===== src/rtl/f_pc_npc_pkg.sv =====
// f_pc_npc_pkg : shared next-PC op encodings, reset PC and offset helpers (rev 1.0)
`default_nettype none

package f_pc_npc_pkg;

  // Same encodings the D-stage control decoder emits on D_npc_op.
  typedef enum logic [2:0] {
    NPC_SEQ = 3'b000,
    NPC_BR  = 3'b001,
    NPC_J   = 3'b010,
    NPC_JR  = 3'b011,
    NPC_BRL = 3'b100
  } npc_op_e;

  localparam logic [31:0] PC_RESET_VAL = 32'h0000_3000;
  localparam logic [31:0] PC_STEP      = 32'd4;
  localparam logic [31:0] LINK_STEP    = 32'd8;

  // Unused encodings fall back to sequential fetch.
  function automatic npc_op_e decode_op(input logic [2:0] raw);
    case (raw)
      3'b001:  return NPC_BR;
      3'b010:  return NPC_J;
      3'b011:  return NPC_JR;
      3'b100:  return NPC_BRL;
      default: return NPC_SEQ;
    endcase
  endfunction

  function automatic logic is_branch(input npc_op_e op);
    return (op == NPC_BR) || (op == NPC_BRL);
  endfunction

  // Word offset -> sign-extended byte offset.
  function automatic logic [31:0] br_offset(input logic [15:0] imm16);
    return {{14{imm16[15]}}, imm16, 2'b00};
  endfunction

endpackage

`default_nettype wire


===== src/rtl/npc_calc.sv =====
// npc_calc : combinational branch/jump target computation and next-PC select (rev 1.0)
`default_nettype none

module npc_calc
  import f_pc_npc_pkg::*;
(
  input  npc_op_e     op,
  input  logic        cmp_res,
  input  logic [31:0] f_pc,
  input  logic [31:0] d_pc,
  input  logic [15:0] imm16,
  input  logic [25:0] imm26,
  input  logic [31:0] rs_data,
  output logic [31:0] npc,
  output logic        annul
);

  logic [31:0] seq_pc;
  logic [31:0] br_target;
  logic [31:0] j_target;

  assign seq_pc    = f_pc + PC_STEP;
  assign br_target = d_pc + PC_STEP + br_offset(imm16);
  assign j_target  = {d_pc[31:28], imm26, 2'b00};

  // Not-taken fall-through uses F_pc + 4, which is already past the delay slot.
  always_comb begin
    npc   = seq_pc;
    annul = 1'b0;
    case (op)
      NPC_BR: begin
        if (cmp_res) npc = br_target;
      end
      NPC_BRL: begin
        if (cmp_res) npc = br_target;
        else         annul = 1'b1;
      end
      NPC_J:   npc = j_target;
      NPC_JR:  npc = rs_data;
      default: npc = seq_pc;
    endcase
  end

endmodule

`default_nettype wire


===== src/rtl/f_pc_npc.sv =====
// f_pc_npc : fetch PC register, next-PC unit, branch perf counters, JR misalign flag (rev 1.0)
`default_nettype none

module f_pc_npc
  import f_pc_npc_pkg::*;
#(
  parameter logic [31:0] PC_RESET = PC_RESET_VAL,
  parameter int          CNT_W    = 32
) (
  input  logic             clk,
  input  logic             reset,
  input  logic             stall,
  input  logic [2:0]       D_npc_op,
  input  logic             D_cmp_res,
  input  logic [31:0]      D_pc,
  input  logic [15:0]      D_imm16,
  input  logic [25:0]      D_imm26,
  input  logic [31:0]      D_rs_data,
  output logic [31:0]      F_pc,
  output logic [31:0]      D_link,
  output logic             F_annul,
  output logic             jr_misalign,
  output logic [CNT_W-1:0] perf_br_taken,
  output logic [CNT_W-1:0] perf_br_nt
);

  localparam logic [CNT_W-1:0] CNT_ONE = CNT_W'(1);

  npc_op_e     op;
  logic [31:0] calc_npc;
  logic        calc_annul;
  logic        br_op;
  logic        jr_bad;

  assign op     = decode_op(D_npc_op);
  assign br_op  = is_branch(op);
  assign jr_bad = (op == NPC_JR) && (D_rs_data[1:0] != 2'b00);

  npc_calc u_calc (
    .op      (op),
    .cmp_res (D_cmp_res),
    .f_pc    (F_pc),
    .d_pc    (D_pc),
    .imm16   (D_imm16),
    .imm26   (D_imm26),
    .rs_data (D_rs_data),
    .npc     (calc_npc),
    .annul   (calc_annul)
  );

  assign D_link  = D_pc + LINK_STEP;
  // A stalled or resetting pipe must never squash the F/D register.
  assign F_annul = calc_annul & ~stall & ~reset;

  always_ff @(posedge clk or posedge reset) begin
    if (reset) begin
      F_pc          <= PC_RESET;
      perf_br_taken <= '0;
      perf_br_nt    <= '0;
      jr_misalign   <= 1'b0;
    end else if (!stall) begin
      F_pc <= calc_npc;
      if (br_op) begin
        if (D_cmp_res) perf_br_taken <= perf_br_taken + CNT_ONE;
        else           perf_br_nt    <= perf_br_nt + CNT_ONE;
      end
      if (jr_bad) jr_misalign <= 1'b1;
    end
  end

endmodule

`default_nettype wire

===== config.mk =====
export PLATFORM = sky130hd
export DESIGN_NAME = f_pc_npc
export DESIGN_NICKNAME = d
export VERILOG_FILES = /design/src/rtl/f_pc_npc_pkg.sv /design/src/rtl/npc_calc.sv /design/src/rtl/f_pc_npc.sv
export SDC_FILE = /design/constraint.sdc
export NUM_CORES = 1
export LEC_CHECK = 0
export CAP_MARGIN = 20
export CORE_AREA = 5 5 146 113
export CTS_CLUSTER_SIZE = 24
export DETAILED_ROUTE_END_ITERATION = 6
export DIE_AREA = 0 0 151 118
export PLACE_DENSITY = 0.83
export SYNTH_ARGS = -nofsm -noshare
export SYNTH_HDL_FRONTEND = slang
export SYNTH_SLANG_ARGS = --single-unit

===== constraint.sdc =====
create_clock -name clk -period 10.3 [get_ports clk]
set_input_delay 2.575 -clock clk [delete_from_list [all_inputs] [get_ports clk]]
set_output_delay 2.575 -clock clk [all_outputs]
set_load 0.03 [all_outputs]

==> results.toml, run 1 <==
[timing]
timing.fmax_mhz = 122
tightest_slew_ns = 0.899
finalCriticalPeriod_ns = 8.22
worst_slack_ns = 2.08
rsz0062_at_grt = "no"
skew_ns = 0.0111
setup_viol = 0
tns_ns = 0
whs_ns = 0.465
drv_slew = 0
timing.final.crit_share_pct = 79.8
slew_headroom_pct = 39.5
hold_violations = 0

[grt]
gr-total-overflow = 0
antenna_found_initial = 0
grt_pass1_wl_um = 36100
grt_pass1_vias = 7004
track_usage_pct = 24.7
grt_max_degree = 56

[yosys]
synth-seq-cells = 97
synth_edf_count = 0
synth_ff_type = "dfrtp_1"
yosys_warnings = 0
seq_area_frac_synth_pct = 32.7
yosys.cell_types.count = 66
avgSynthCellArea_sq_um = 8.71
async_reset_ff_share_pct = 100
synth.cell_area_sq_mm = 0.00744
synthesis.nets = 1029
synthCells = 854

[route]
drtPass1Iterations = 5
antenna_left = 0
via_per_inst = 5.64
routed_wl_um = 22500
drc = 0
drt_iter0_markers = 488
dr_total_vias = 7279
wire_per_inst_um = 17.5

[power]
finalPower_mw = 1.33
p_switching_uw = 509
switching_share_pct = 38.2
clkPwrFrac_pct = 24.1
pwr-share-seq_pct = 36.3
powerDensity_mw_per_mm2 = 129
p_comb_share_pct = 39.5
ir_worst_vdd_mv = 0.0883
p_int_uw = 823
leakage_nw = 4.31

[clock_network]
clock_sinks = 97
clock_latency_ns = 0.34
cts_resized = 0
cts_buffers = 9
htreeDepth = 3
cts_setup_buffers = 0
root_buffer = "clkbuf_16"
clk_pin_slew_ns = 0.07
cts_tree = "yes"
cts_hold_buffers = 0
cts_buffer_depth = 2

[floorplan]
ios = 243
rows = 39
die_height_um = 118
start_util_pct = 49.8
core_sq_mm = 0.0149
dieArea_sq_mm = 0.0178
die_w_um = 151

[critical_path]
path_class = "in2out"
start_kind = "input pin"
ff2ff_path_depth = 9
required_ns = 7.73
cp-end-kind = "primary output"
cp.arrival_ns = 5.64
crit_fanout = 5

[run]
cap_violations = 0

[min_path]
hold_path_depth = 1
hold_path_class = "reg2reg"

[layout]
drive_above_1_share_pct = 4.24
final_cells = 1290
final_nets = 1255
area_growth_syn_to_layout_pct = 38.6
n_antenna_cell = 0

[placed_design]
hpwl_um = 17800
dp.cells = 1274
dp_slack_ns = 2.11
place_congestion = 0.940
port_buffers = 242

[status]
status = "finished clean"
==> worst max-delay path, stage by stage <==
cell and delay [ns]:
clkdlybuf4s50_1 0.55, ha_1 0.24, nand3_1 0.21, nor2b_1 0.48
inv_1 0.09, nor2_1 0.16, and4_1 0.32, nand3_1 0.13
xnor2_1 0.18, clkdlybuf4s50_1 0.70
==> power groups by stage <==
stage | logic (mW) | clock network, mW | registers [mW]
floorplan | 0.231 | 0 | 0.559
global placement | 0.518 | 0 | 0.487
detailed placement | 0.525 | 0 | 0.489
CTS | 0.528 | 0.329 | 0.482
global route | 0.570 | 0.345 | 0.492
finish | 0.527 | 0.321 | 0.484
==> layout by cell type, fill, tap and decap left out, types with 4 or more instances in the layout <==
master,netlist,layout
nand2b_1,6,6
inv_1,36,35
nand4_1,25,25
o22ai_1,9,8
a31oi_1,9,9
or2_2,4,4
nor3_1,17,17
nand2_1,83,83
a221o_1,8,8
a211oi_1,4,4
o21bai_1,4,4
o21a_1,10,10
a21o_1,9,9
a21oi_1,61,61
clkbuf_16,0,9
dfrtp_1,95,95
and4_1,6,6
ha_1,61,61
and3_1,24,24
o21ai_0,49,49
nor2_1,57,56
nand3_1,39,39
buf_4,5,6
o31ai_1,4,4
clkdlybuf4s50_1,0,241
a22oi_1,9,9
xor2_1,39,39
xnor2_1,84,84
a221oi_1,17,17
==> cell usage after synthesis (all sizes together) (2+ instances only) <==
master  count  share of area, %
and3       24               2.0
o21ai      49               3.3
a221oi     17               2.0
o21a       10               1.0
xor2       39               4.6
o31a        2              0.24
nand4      25               2.1
o22ai       9              0.76
and2        3              0.25
nor3b       2              0.20
a21oi      61               4.1
nand2b      7              0.69
xnor2      84               9.9
or2         4              0.34
nor3       19               1.5
o21bai      4              0.40
o211ai      3              0.30
buf        11              0.96
nor2       58               3.0
dfstp       2              0.71
a22o        2              0.24
ha         61                10
a31oi       9              0.76
o221ai      2              0.24
and4        6              0.71
a21o        9              0.91
mux2i       2              0.27
nor2b       3              0.25
o31ai       4              0.40
nor4        4              0.42
dfrtp      95                32
a22oi       9              0.91
or3         3              0.32
a221o       8               1.1
o311ai      2              0.24
nand3      40               2.8
mux2        2              0.30
nand2      84               4.3
a211oi      5              0.57
inv        36               1.8
clkbuf     22               1.1
==> sequential cells by signal, summed over array words and instances (netlist names) <==
signal / flops
F_pc: 32
perf_br_nt: 32
perf_br_taken: 32
jr_misalign: 1
==> cell type report <==
type,instances,area [sq um]
multi-input cells,688,4730
fillers,1217,4620
repair buffers,248,2460
flip-flops and latches,97,2430
well taps,205,256
clock buffers,9,225
inverters,36,138
clock inverters,7,63.8
==> logic make-up after synthesis <==
logic type	synth area share (%)
multiplexers	0.572
AO/OA/AOI/OAI	18.8
adder cells (fa/ha/maj)	10.5
flip-flops	32.7
XOR/XNOR	14.5
buffers and inverters	3.89
AND/OR/NAND/NOR	19.1
==> through the flow <==
stage / utilization, % / instance area [sq um]
2_1_floorplan: - / 7440
3_3_place_gp: 67.1 / 10000
3_5_place_dp: 67.1 / 10000
4_1_cts: 69.0 / 10300
5_1_grt: 69.0 / 10300
6_report: 69.0 / 10300
==> final timing paths <==
kind	start	to	slack, ns
setup reg to reg	F_pc[2]	F_pc[30]	7.50
hold / removal	jr_misalign	jr_misalign	0.46
max in group asynchronous	reset	F_pc[3]	6.56
setup / recovery	D_pc[3]	D_link[31]	2.08
min in group asynchronous	reset	perf_br_nt[11]	2.66
hold reg to reg	jr_misalign	jr_misalign	0.46
==> per-layer routing <==
| metal | GRT usage (%) | vias to the layer above | wire length (um) |
|---|---|---|---|
| li1 | - | 3559 | - |
| met1 | 34.3 | 3437 | 9910 |
| met2 | 39.3 | 251 | 10400 |
| met3 | 5.08 | 32 | 1760 |
| met4 | 6.00 | 0 | 456 |
| met5 | 0 | - | 0 |
(Power assumes the default switching activity.)
==> inputs of run 2 (changes only) <==
Settings changed: CORE_AREA 5 5 146 113 to 5 5 152 117, DIE_AREA 0 0 151 118 to 0 0 157 122, PLACE_DENSITY 0.83 to 0.78.
Clock period 10.3 ns to 7.98 ns, I/O delays scaled along.
==> results.toml, run 2 (synthesized netlist as in run 1, its figures left out) <==
[timing]
timing.fmax_mhz = 143
finalCriticalPeriod_ns = 7.00
drv_slew = 0
tns_ns = 0
timing.final.crit_share_pct = 87.7
tightest_slew_ns = 1.05
hold_violations = 0
skew_ns = 0.00923
setup_viol = 0
slew_headroom_pct = 29.1
rsz0062_at_grt = "no"

[layout]
final_nets = 1256
finish.utilization_pct = 63.3
seqCellArea_sq_mm = 0.00243
reg_top3 = "F_pc: 32 flops, perf_br_nt: 32 flops, perf_br_taken: 32 flops"
num-fill-cells = 1406
drive_above_1_share_pct = 4.24
layout_common_cells = "clkdlybuf4s50_1, dfrtp_1, xnor2_1, nand2_1"
area_growth_syn_to_layout_pct = 39.4
final_common_cell = "clkdlybuf4s50_1"
stdcell_area_sq_mm = 0.0104
multi_input_comb_area_sq_mm = 0.00473

[floorplan]
rows = 41
dieArea_sq_mm = 0.0192
ios = 243
core_sq_mm = 0.0164
start_util_pct = 45.4
die_height_um = 122
die_w_um = 157

[critical_path]
cp-end-kind = "primary output"
required_ns = 5.99
cp_cell_sequence = "clkdlybuf4s50_1 > ha_1 > nand3_1 > nor2b_1 > inv_1 > nor2_1 > and4_1 > nand3_1 > xnor2_1 > clkdlybuf4s50_1"
cp_num_buf_inv = 3
path_class = "in2out"
cp.arrival_ns = 5.01
critPathSlowestCell = "clkdlybuf4s50_1"
start_kind = "input pin"
crit_fanout = 5
max_stage_delay_ns = 0.69
critPathTopFamily = "buffers and inverters"

[route]
routed_wl_um = 22800
dr_total_vias = 7310
drc = 0
antenna_left = 0
via_per_inst = 5.61
drtPass1Iterations = 5
wire_per_inst_um = 17.5
drt_iter0_markers = 471

[power]
p_int_mw = 1.07
powerDensity_mw_per_mm2 = 167
leakage_nw = 4.33
p_comb_share_pct = 39.6
clkPwrFrac_pct = 24.2
ir_worst_vdd_mv = 0.0963
p_switching_uw = 660
switching_share_pct = 38.2
pwr-share-seq_pct = 36.2

[min_path]
hold_path_class = "reg2reg"

[clock_network]
cts_buffer_depth = 2
cts_resized = 0
clk_pin_slew_ns = 0.07
cts_buffers = 9
cts_hold_buffers = 0
htreeDepth = 3
cts_tree = "yes"
cts_setup_buffers = 0
clock_latency_ns = 0.34
root_buffer = "clkbuf_16"
clock_sinks = 97

[placed_design]
place_congestion = 0.946
post_dp_cell_area_sq_mm = 0.0100
hpwl_um = 17600
port_buffers = 242

[grt]
grt_pass1_vias = 6946
grt_pass1_wl_um = 36100
gr-total-overflow = 0
track_usage_pct = 23.3
grt_max_degree = 79
antenna_found_initial = 1

[run]
cap_violations = 0

[status]
status = "finished clean"
## run 2: area by class of cell
cell class                 count  share of cell area (%)
timing repair buffer         249                    24.2
inverter                      36                    1.33
sequential                    97                    23.4
tap                          215                    2.60
antenna                        1                  0.0241
clock inverter                 6                   0.543
clock buffer                  10                    2.21
multi-input combinational    688                    45.6
## run 2: power groups by stage
stage	Combinational [mW]	Clock, mW	Sequential [mW]
final	0.683	0.418	0.625
after detailed placement	0.676	0	0.631
after global routing	0.739	0.447	0.636
after global placement	0.668	0	0.629
after floorplan	0.298	0	0.721
after CTS	0.681	0.429	0.623
## run 2: final timing paths
kind	startpoint	to	slack [ns]	cells after the start
min in group asynchronous	reset	perf_br_taken[21]	1.99	2
min	jr_misalign	jr_misalign	0.47	1
min reg2reg	jr_misalign	jr_misalign	0.47	1
max in group asynchronous	reset	F_pc[12]	5.09	4
max	D_pc[3]	D_link[27]	0.98	10
max reg2reg	F_pc[2]	F_pc[30]	5.24	9
## run 2: metrics by stage
step | power [mW] | setup slack [ns] | hold WS [ns] | cells
3_5_place_dp | 1.31 | 0.984 | 0.455 | 1283
6_report | 1.73 | 0.980 | 0.468 | 1302
3_3_place_gp | 1.30 | 1.05 | 0.441 | 1283
5_1_grt | 1.82 | 0.734 | 0.489 | 1302
4_1_cts | 1.73 | 0.971 | 0.472 | 1299
2_1_floorplan | 1.02 | 2.31 | 0.573 | 854
## run 2: worst reg2reg max path, delay by kind of cell, from the launching register on
kind,cells,cell delay (ns)
compound gates,2,0.46
xor+xnor,1,0.09
simple gates,5,1.43
fa+ha+maj,1,0.24
flops,1,0.44
## run 2: layer usage
layer | vias up | part of all wire [%] | global-route usage, % | routed length [um]
met4 | 0 | 1.3 | 4.77 | 297
met5 | - | 0 | 0 | 0
met3 | 20 | 7.2 | 5.04 | 1640
li1 | 3554 | - | - | -
met1 | 3505 | 46 | 33.4 | 10500
met2 | 231 | 45 | 36.3 | 10400
